==> src/rtl/rv_muldiv_unit.sv <==
// rv_muldiv_unit
//   Iterative RV64M multiply/divide unit. One M-extension op is accepted over
//   valid/ready, computed radix-2 over XLEN CALC cycles (shift-add multiply or
//   restoring divide on operand magnitudes), sign-corrected, and held in
//   resp_data until the consumer takes it. Divide-by-zero and signed overflow
//   skip CALC and go straight to DONE.
// Ports:
//   clk, rst      rising-edge clock, asynchronous active-high reset
//   flush         synchronous abort of in-flight op and pending response
//   req_valid/req_ready, req_op (funct3), req_a (rs1), req_b (rs2)
//   resp_valid/resp_ready, resp_data
//   busy          high whenever the unit is not idle
module rv_muldiv_unit #(
  parameter int XLEN = 64,
  localparam int CNT_W = $clog2(XLEN)
) (
  input  logic            clk,
  input  logic            rst,
  input  logic            flush,
  input  logic            req_valid,
  output logic            req_ready,
  input  logic [2:0]      req_op,
  input  logic [XLEN-1:0] req_a,
  input  logic [XLEN-1:0] req_b,
  output logic            resp_valid,
  input  logic            resp_ready,
  output logic [XLEN-1:0] resp_data,
  output logic            busy
);

  localparam logic [1:0] ST_IDLE = 2'd0;
  localparam logic [1:0] ST_CALC = 2'd1;
  localparam logic [1:0] ST_DONE = 2'd2;

  localparam logic [2:0] OP_MUL    = 3'b000;
  localparam logic [2:0] OP_MULH   = 3'b001;
  localparam logic [2:0] OP_MULHSU = 3'b010;
  localparam logic [2:0] OP_MULHU  = 3'b011;
  localparam logic [2:0] OP_DIV    = 3'b100;
  localparam logic [2:0] OP_DIVU   = 3'b101;
  localparam logic [2:0] OP_REM    = 3'b110;
  localparam logic [2:0] OP_REMU   = 3'b111;

  localparam logic [XLEN-1:0]   ZERO_X = {XLEN{1'b0}};
  localparam logic [XLEN-1:0]   ONES_X = {XLEN{1'b1}};
  localparam logic [XLEN-1:0]   ONE_X  = {{(XLEN-1){1'b0}}, 1'b1};
  localparam logic [XLEN-1:0]   MIN_X  = {1'b1, {(XLEN-1){1'b0}}};
  localparam logic [2*XLEN-1:0] ONE_2X = {{(2*XLEN-1){1'b0}}, 1'b1};
  localparam logic [CNT_W-1:0]  CNT_LAST = CNT_W'(XLEN - 1);
  localparam logic [CNT_W-1:0]  CNT_ONE  = {{(CNT_W-1){1'b0}}, 1'b1};

  logic [1:0]        state_r;
  logic [1:0]        state_nxt_s;
  logic [CNT_W-1:0]  cnt_r;
  logic [2:0]        op_r;
  logic              neg_r;       // product / quotient needs negation
  logic              rem_neg_r;   // remainder takes the sign of a
  logic [XLEN-1:0]   opd_r;       // multiplicand (mul) or divisor (div) magnitude
  logic [2*XLEN-1:0] acc_r;       // {hi, lo}: product/multiplier or remainder/quotient
  logic [2*XLEN-1:0] acc_nxt_s;
  logic [XLEN-1:0]   resp_data_r;

  logic              accept_s;
  logic              a_sgn_s;
  logic              b_sgn_s;
  logic              a_neg_s;
  logic              b_neg_s;
  logic [XLEN-1:0]   a_mag_s;
  logic [XLEN-1:0]   b_mag_s;
  logic              special_s;
  logic [XLEN-1:0]   special_res_s;

  logic [XLEN:0]     mul_sum_s;
  logic [XLEN:0]     div_shr_s;
  logic [XLEN:0]     div_diff_s;
  logic              div_ge_s;
  logic [XLEN-1:0]   div_rem_s;
  logic [2*XLEN-1:0] prod_s;
  logic [XLEN-1:0]   quo_s;
  logic [XLEN-1:0]   rem_s;
  logic [XLEN-1:0]   final_res_s;

  assign req_ready  = (state_r == ST_IDLE) & ~flush;
  assign accept_s   = req_valid & req_ready;
  assign resp_valid = (state_r == ST_DONE);
  assign busy       = (state_r != ST_IDLE);
  assign resp_data  = resp_data_r;

  // Request decode: operand signedness, magnitudes and fast-path detection.
  always_comb begin
    a_sgn_s = (req_op == OP_MUL) | (req_op == OP_MULH) | (req_op == OP_MULHSU) |
              (req_op == OP_DIV) | (req_op == OP_REM);
    b_sgn_s = (req_op == OP_MUL) | (req_op == OP_MULH) |
              (req_op == OP_DIV) | (req_op == OP_REM);
    a_neg_s = a_sgn_s & req_a[XLEN-1];
    b_neg_s = b_sgn_s & req_b[XLEN-1];
    // -2^(XLEN-1) negates to itself, which is the correct unsigned magnitude.
    a_mag_s = a_neg_s ? (~req_a + ONE_X) : req_a;
    b_mag_s = b_neg_s ? (~req_b + ONE_X) : req_b;
    special_res_s = ZERO_X;
    special_s     = 1'b0;
    if (req_op[2] && (req_b == ZERO_X)) begin
      special_s     = 1'b1;
      special_res_s = req_op[1] ? req_a : ONES_X;
    end else if (((req_op == OP_DIV) || (req_op == OP_REM)) &&
                 (req_a == MIN_X) && (req_b == ONES_X)) begin
      special_s     = 1'b1;
      special_res_s = req_op[1] ? ZERO_X : req_a;
    end else begin
      special_s     = 1'b0;
      special_res_s = ZERO_X;
    end
  end

  // One radix-2 iteration: shift-add for multiply, restoring step for divide.
  always_comb begin
    mul_sum_s  = {1'b0, acc_r[2*XLEN-1:XLEN]} + (acc_r[0] ? {1'b0, opd_r} : {(XLEN+1){1'b0}});
    // Shifted partial remainder needs XLEN+1 bits: it can reach 2*divisor-1.
    div_shr_s  = acc_r[2*XLEN-1:XLEN-1];
    div_diff_s = div_shr_s - {1'b0, opd_r};
    div_ge_s   = ~div_diff_s[XLEN];
    div_rem_s  = div_ge_s ? div_diff_s[XLEN-1:0] : div_shr_s[XLEN-1:0];
    if (op_r[2]) begin
      acc_nxt_s = {div_rem_s, acc_r[XLEN-2:0], div_ge_s};
    end else begin
      acc_nxt_s = {mul_sum_s, acc_r[XLEN-1:1]};
    end
  end

  // Sign correction and result selection applied to the final iteration.
  always_comb begin
    prod_s = neg_r ? (~acc_nxt_s + ONE_2X) : acc_nxt_s;
    quo_s  = neg_r ? (~acc_nxt_s[XLEN-1:0] + ONE_X) : acc_nxt_s[XLEN-1:0];
    rem_s  = rem_neg_r ? (~acc_nxt_s[2*XLEN-1:XLEN] + ONE_X) : acc_nxt_s[2*XLEN-1:XLEN];
    case (op_r)
      OP_MUL:    final_res_s = prod_s[XLEN-1:0];
      OP_MULH,
      OP_MULHSU,
      OP_MULHU:  final_res_s = prod_s[2*XLEN-1:XLEN];
      OP_DIV,
      OP_DIVU:   final_res_s = quo_s;
      OP_REM,
      OP_REMU:   final_res_s = rem_s;
      default:   final_res_s = ZERO_X;
    endcase
  end

  // Next-state logic; flush overrides every transition.
  always_comb begin
    state_nxt_s = state_r;
    case (state_r)
      ST_IDLE: begin
        if (accept_s) begin
          state_nxt_s = special_s ? ST_DONE : ST_CALC;
        end else begin
          state_nxt_s = ST_IDLE;
        end
      end
      ST_CALC: begin
        if (cnt_r == CNT_LAST) begin
          state_nxt_s = ST_DONE;
        end else begin
          state_nxt_s = ST_CALC;
        end
      end
      ST_DONE: begin
        if (resp_ready) begin
          state_nxt_s = ST_IDLE;
        end else begin
          state_nxt_s = ST_DONE;
        end
      end
      default: state_nxt_s = ST_IDLE;
    endcase
    if (flush) begin
      state_nxt_s = ST_IDLE;
    end else begin
      state_nxt_s = state_nxt_s;
    end
  end

  // State register.
  always_ff @(posedge clk or posedge rst) begin
    if (rst) begin
      state_r <= ST_IDLE;
    end else begin
      state_r <= state_nxt_s;
    end
  end

  // Operand capture on accept and iteration datapath during CALC.
  always_ff @(posedge clk or posedge rst) begin
    if (rst) begin
      cnt_r     <= {CNT_W{1'b0}};
      op_r      <= 3'b000;
      neg_r     <= 1'b0;
      rem_neg_r <= 1'b0;
      opd_r     <= ZERO_X;
      acc_r     <= {(2*XLEN){1'b0}};
    end else if (accept_s) begin
      cnt_r     <= {CNT_W{1'b0}};
      op_r      <= req_op;
      neg_r     <= a_neg_s ^ b_neg_s;
      rem_neg_r <= a_neg_s;
      opd_r     <= req_op[2] ? b_mag_s : a_mag_s;
      acc_r     <= {ZERO_X, (req_op[2] ? a_mag_s : b_mag_s)};
    end else if (state_r == ST_CALC) begin
      cnt_r <= cnt_r + CNT_ONE;
      acc_r <= acc_nxt_s;
    end
  end

  // Result register: written by the fast path or by the last CALC edge.
  always_ff @(posedge clk or posedge rst) begin
    if (rst) begin
      resp_data_r <= ZERO_X;
    end else if (accept_s && special_s) begin
      resp_data_r <= special_res_s;
    end else if ((state_r == ST_CALC) && (cnt_r == CNT_LAST) && !flush) begin
      resp_data_r <= final_res_s;
    end
  end

endmodule

==> config.mk <==
export PLATFORM = sky130hd
export DESIGN_NAME = rv_muldiv_unit
export DESIGN_NICKNAME = d
export VERILOG_FILES = /design/src/rtl/rv_muldiv_unit.sv
export SDC_FILE = /design/constraint.sdc
export NUM_CORES = 2
export LEC_CHECK = 0
export BUFFER_PORTS_ARGS = -buffer_cell sky130_fd_sc_hd__buf_2
export CORE_AREA = 2 2 245 247
export CTS_CLUSTER_DIAMETER = 150
export DETAILED_ROUTE_END_ITERATION = 10
export DIE_AREA = 0 0 247 249
export PLACE_DENSITY = 0.73
export SYNTH_ARGS = -nofsm -noshare
export SYNTH_HDL_FRONTEND = slang
export SYNTH_SLANG_ARGS = --single-unit
==> constraint.sdc <==
create_clock -name clk -period 9 [get_ports clk]
set_input_delay 0.45 -clock clk [delete_from_list [all_inputs] [get_ports clk]]
set_output_delay 0.45 -clock clk [all_outputs]
set_load 0.01 [all_outputs]
After elaboration in Yosys (flattened, before gate mapping) --
Cells that the tools add are included.
Cells by class: add/subtract/negate cells 8, eq/ne operators 16, muxes and demuxes 29, bitwise operators 18, reductions and logical operators 18
Operator list (count):
- 64-bit 2-to-1 mux | 14
- 128-bit 2-to-1 mux | 4
- 64-bit by 1-bit adder with 64-bit output (second input constant) | 4
- 64-bit inverter | 4
- 64-bit case mux with 4 select lines | 1
- 128-bit by 1-bit adder with 128-bit output (second input constant) | 1
- 64-bit == test (second input constant) | 2
- 128-bit inverter | 1
- 64-bit by 64-bit adder with 65-bit output | 1
- 65-bit by 64-bit subtractor with 65-bit output | 1
- 64-bit zero test | 1
- 3-bit == test (second input constant) | 6
- 6-bit 2-to-1 mux | 2
- 2-bit 2-to-1 mux | 5
- 3-bit by 2-bit == test with 1-bit output (second input constant) | 3
- 6-bit by 1-bit adder with 6-bit output (second input constant) | 1
- 3-bit by 1-bit == test with 1-bit output (second input constant) | 2
- 6-bit == test (second input constant) | 1
- 1-bit logical AND | 6
- 3-bit zero test | 2
- 1-bit OR | 6
- 2-bit case mux with 3 select lines | 1
- 2-bit nonzero test | 3
- 1-bit bitwise AND | 4
- 10 further kinds | 13
Storage, ports and cells: bits in registers 269, input port bits 136, output and inout bits 67, word-level logic and storage cells 97

Depth between registers and ports, before layout --
word-level depth 10, depth in mapped cells 31, gate-level depth less buffers 28

Least setup slack after synthesis --
Ideal clock, no wire load.
path type reg2reg, start reg acc_r[63], end reg resp_data_r[36], in the netlist resp_data[36], library setup time 131 ps, data arrival time 6815 ps, required time 8869 ps, slack 2054 ps, stages on the path, launching flop included 31, buffers on the path 3, period minus slack after synthesis 6946 ps, path through dfrtp_1 inv_1 ha_1 fa_1 nand2b_1 a21oi_1 o211ai_1 a211o_1 nand2_1 a41oi_1 a21oi_1 buf_2 buf_2 nor3_2 nor2_1 ha_1 o211ai_1 or2_2 nor2_1 and3_1 nand3b_1 or3_4 or2_4 or4_1 or3_1 buf_2 or4_1 mux2i_1 nand2_1 a22oi_1 o21ai_1
Between the ends: cells in the longest elaborated chain, start to end 9, elaborated cells between the ends (all ways) 16, classes of those cells add/sub: 4; mux: 8; bitwise: 4
Ends and longest elaborated chain:
- from (decl) | line 59 | logic [2*XLEN-1:0] acc_r;
- from (signal assigned) | line 199 | acc_r <= {(2*XLEN){1'b0}};
- from (signal assigned) | line 206 | acc_r <= {ZERO_X, (req_op[2] ? a_mag_s : b_mag_s)};
- from (signal assigned) | line 209 | acc_r <= acc_nxt_s;
- 65-bit by 64-bit subtractor with 65-bit output | line 120 | div_diff_s = div_shr_s - {1'b0, opd_r};
- 64-bit 2-to-1 mux or 1-bit inverter (tied branches) | line 122, 121
- 128-bit 2-to-1 mux * | line 123 | if (op_r[2]) begin
- 128-bit inverter (tied with other cells) | line 132 | prod_s = neg_r ? (~acc_nxt_s + ONE_2X) : acc_nxt_s;
- 128-bit by 1-bit adder with 128-bit output (tied with other cells) | line 132
- 128-bit 2-to-1 mux (tied with other cells) | line 132
- 64-bit case mux with 4 select lines * | line 135 | case (op_r)
- 64-bit 2-to-1 mux * | line 219 | end else if ((state_r == ST_CALC) && (cnt_r == CNT_LAST) && !flush) begin
- 64-bit 2-to-1 mux * | line 217 | end else if (accept_s && special_s) begin
- to (signal assigned) | line 218 | resp_data_r <= special_res_s;
- to (signal assigned) | line 220 | resp_data_r <= final_res_s;
- to (decl) | line 61 | logic [XLEN-1:0] resp_data_r;
Mark *: on every way between the ends. The rest lies on a longest branch, timed or not. The select of a mux whose other input is x is not followed. A chain may end at the register's enable or synchronous reset.

Final worst setup path --
start reg acc_r[96], end reg resp_data_r[48], in the netlist resp_data[48]
Same word-level chain as after synthesis.

==> flow_summary.json <==
{
  "status": "finished, final reports clean",
  "pre_cts_slack_ps": 1181,
  "p_leak_nw": 14.19,
  "cts_buffers": 35,
  "avgSynthCellArea_um2": 7.133,
  "grt_max_degree": 135,
  "fin_total_pwr_mw": 11.23,
  "htreeDepth": 2,
  "hold_buffers": 1,
  "yosys.area.top_type": "dfrtp_1",
  "drt-initial-drc-count": 5471,
  "route.detailed.drc": 0,
  "numClockSinks": 269,
  "design_area_um2": 34620,
  "drv_slew": 0,
  "ctsResizeCount": 0,
  "hold_violations": 0,
  "synth_cells": 4492,
  "fin_ws_ps": 1061,
  "die_w_um": 247,
  "syn_to_final_growth_pct": 8.048,
  "synth-adder-area-share": 0.05881,
  "drive_above_1_share": 0.09286,
  "r2r_end": "resp_data[48]",
  "grt_pass1_vias": 32880,
  "ff2ff_path_depth": 26,
  "synth-simple-area-share": 0.2494,
  "dieArea_um2": 61500,
  "cts.clk_slew.worst_paths_ps": 60,
  "synthFlopType": "dfrtp_1",
  "power_frac_clock": 0.131,
  "drt-total-wl_um": 143000,
  "port_buffers": 202,
  "powerDensity_nw_per_um2": 324.4,
  "yosysSeqAreaShare": 0.2101,
  "drtPass1Iterations": 9,
  "timing.fmax_ghz": 0.1260,
  "postRouteAntennaNets": 0,
  "fin_skew_ps": 22.41,
  "p_sw_frac": 0.5644,
  "mostFrequentLayoutCell": "nand2_1",
  "fin_crit_sh": 0.8821,
  "vias_per_cell": 6.899,
  "wl_per_cell_um": 27.00,
  "clock_path_buffers": 3,
  "die_y_um": 249,
  "vias": 36540,
  "num_rows": 89,
  "finalCriticalPeriod_ps": 7939,
  "place_congestion": 1.042,
  "seqPwrFrac": 0.166,
  "ir_drop_mv": 0.1963,
  "dpl_cell_area_um2": 33470,
  "ys.warnings.count": 0,
  "grtUsageTotal": 0.4528,
  "ios": 203,
  "cp_max_fo": 12,
  "cts-root-buf": "clkbuf_16",
  "worstMarginPinSlew_ps": 1204,
  "nNetsFinal": 4769,
  "end_kind": "flip-flop",
  "clock_latency_ps": 580,
  "synthMuxAreaShare": 0.02925,
  "hold_class": "primary input to flip-flop",
  "slew-limit-headroom": 0.1886,
  "criticalPathCategory": "flip-flop to flip-flop",
  "postSynthRegisterBits": 269,
  "rr_startpoint": "acc_r[96]",
  "grt_pass1_wl_um": 211200,
  "rsz0062_at_grt": "no",
  "antenna_found_initial": 12,
  "worstPathRequired_ps": 9450,
  "fin_setup_tns_ps": 0,
  "synth.cell_area_um2": 32040,
  "power_switching_mw": 6.338,
  "layout_common_cells": "526 x nand2_1, 478 x o21ai_0, 376 x nor2_1",
  "grt_overflow": 0,
  "crit_path_start": "acc_r[96]",
  "drv_cap": 0,
  "yosys-top-cells-area": "dfrtp_1 21%, o21ai_0 7.5%, nand2_1 6.2%, xnor2_1 5.7%, a21oi_1 5.4%",
  "crit_path_end": "resp_data[48]",
  "synth.distinct_cells": 96,
  "finalSetupViolCount": 0,
  "synth_nets": 4763,
  "post-cts-setup-buffers": 0,
  "p_int_mw": 4.892,
  "initial_core_util": 0.5460,
  "core_area_um2": 58690,
  "synth_xor_area_frac": 0.1082,
  "r2r_setup_slack_ps": 1060,
  "cp-start-kind": "flip-flop",
  "async_flop_share": 1.000,
  "hpwl_um": 109800,
  "arrival_ps": 8390,
  "combPwrFrac": 0.704,
  "synth_edf_count": 0,
  "synth_top_family_by_area": "compound AO/OA/AOI/OAI gates",
  "cts_tree": "built",
  "synth_top_area_share": 0.2101,
  "synth_compound_area_frac": 0.2913
}
-- metal layers --
layer	vias up	track usage	part of all wire
met4	6	0.2055	0.053
met3	399	0.1385	0.14
met2	2500	0.6479	0.41
li1	16540	-	-
met5	-	0	0.00029
met1	17100	0.6212	0.39
-- power groups by stage --
stage | Sequential [mW] | Combinational (mW) | Clock, mW
2_1_floorplan | 1.73 | 5.25 | 0
3_3_place_gp | 1.84 | 7.53 | 0
3_5_place_dp | 1.86 | 7.48 | 0
4_1_cts | 1.84 | 7.55 | 1.46
5_1_grt | 1.89 | 8.40 | 1.50
6_report | 1.86 | 7.90 | 1.47
-- synthesized netlist by cell type (all sizes together), types with 124 or more instances --
cell type  number
clkbuf        237
nand3         139
xor2          188
nand2         528
xnor2         208
o21ai         501
dfrtp         269
nor2          383
o211ai        128
ha            133
inv           124
a21oi         345
-- layout make-up --
| type | count | area, um^2 |
|---|---|---|
| antenna | 1 | 2.502 |
| clock buffer | 47 | 982.2 |
| clock inverter | 15 | 158.9 |
| fill | 5645 | 24060 |
| inverter | 125 | 479.2 |
| multi-input combinational | 3789 | 23690 |
| sequential | 269 | 6736 |
| tap | 773 | 967.2 |
| timing repair buffer | 278 | 1603 |
-- worst min path at each step --
stage | start | endpoint | slack [ps] | cells past startpoint
6_report | flush | state_r[1] | 120 | 2
5_1_grt | flush | state_r[1] | 120 | 2
4_1_cts | flush | state_r[1] | 90 | 2
3_5_place_dp | resp_data[8] | resp_data[8] | 470 | 2
3_3_place_gp | resp_data[8] | resp_data[8] | 470 | 2
2_1_floorplan | state_r[1] | state_r[0] | 450 | 1
-- worst max-delay path, cell delays in order (launching register included) --
cell,delay (ps)
dfrtp_1,450
ha_1,440
a21oi_1,270
o21ai_1,170
a21o_1,200
a211oi_1,340
nor2b_1,130
or3_1,600
nor3_4,270
nor3_2,130
nor2_1,240
ha_1,230
o211ai_1,110
or2_2,320
nor2_1,190
and3_1,240
nand3b_1,240
or3_4,440
or2_4,290
or4_1,540
or3_1,630
nand4b_1,280
or4_4,480
o21ai_1,190
xnor2_1,90
a221oi_2,220
nor2_1,60
-- cells by family after synthesis --
logic type | after synthesis
buffers and inverters | 434
XOR/XNOR | 396
AO/OA/AOI/OAI | 1486
AND/OR/NAND/NOR | 1661
flip-flops | 269
multiplexers | 93
adder cells (fa/ha/maj) | 153
-- registers in the layout, summed over array words and instances (netlist names) --
name,flops
acc_r,128
opd_r,64
resp_data,64
cnt_r,6
op_r,3
state_r,2
neg_r,1
rem_neg_r,1
-- stage by stage --
stage,util,hold WS [ps],instances
5_1_grt,0.5899,120.6,5296
4_1_cts,0.5899,94.96,5296
3_3_place_gp,0.5703,474.2,5233
2_1_floorplan,-,448.0,4492
3_5_place_dp,0.5703,474.2,5233
6_report,0.5899,118.6,5297
Power figures use the tool's default switching activity.
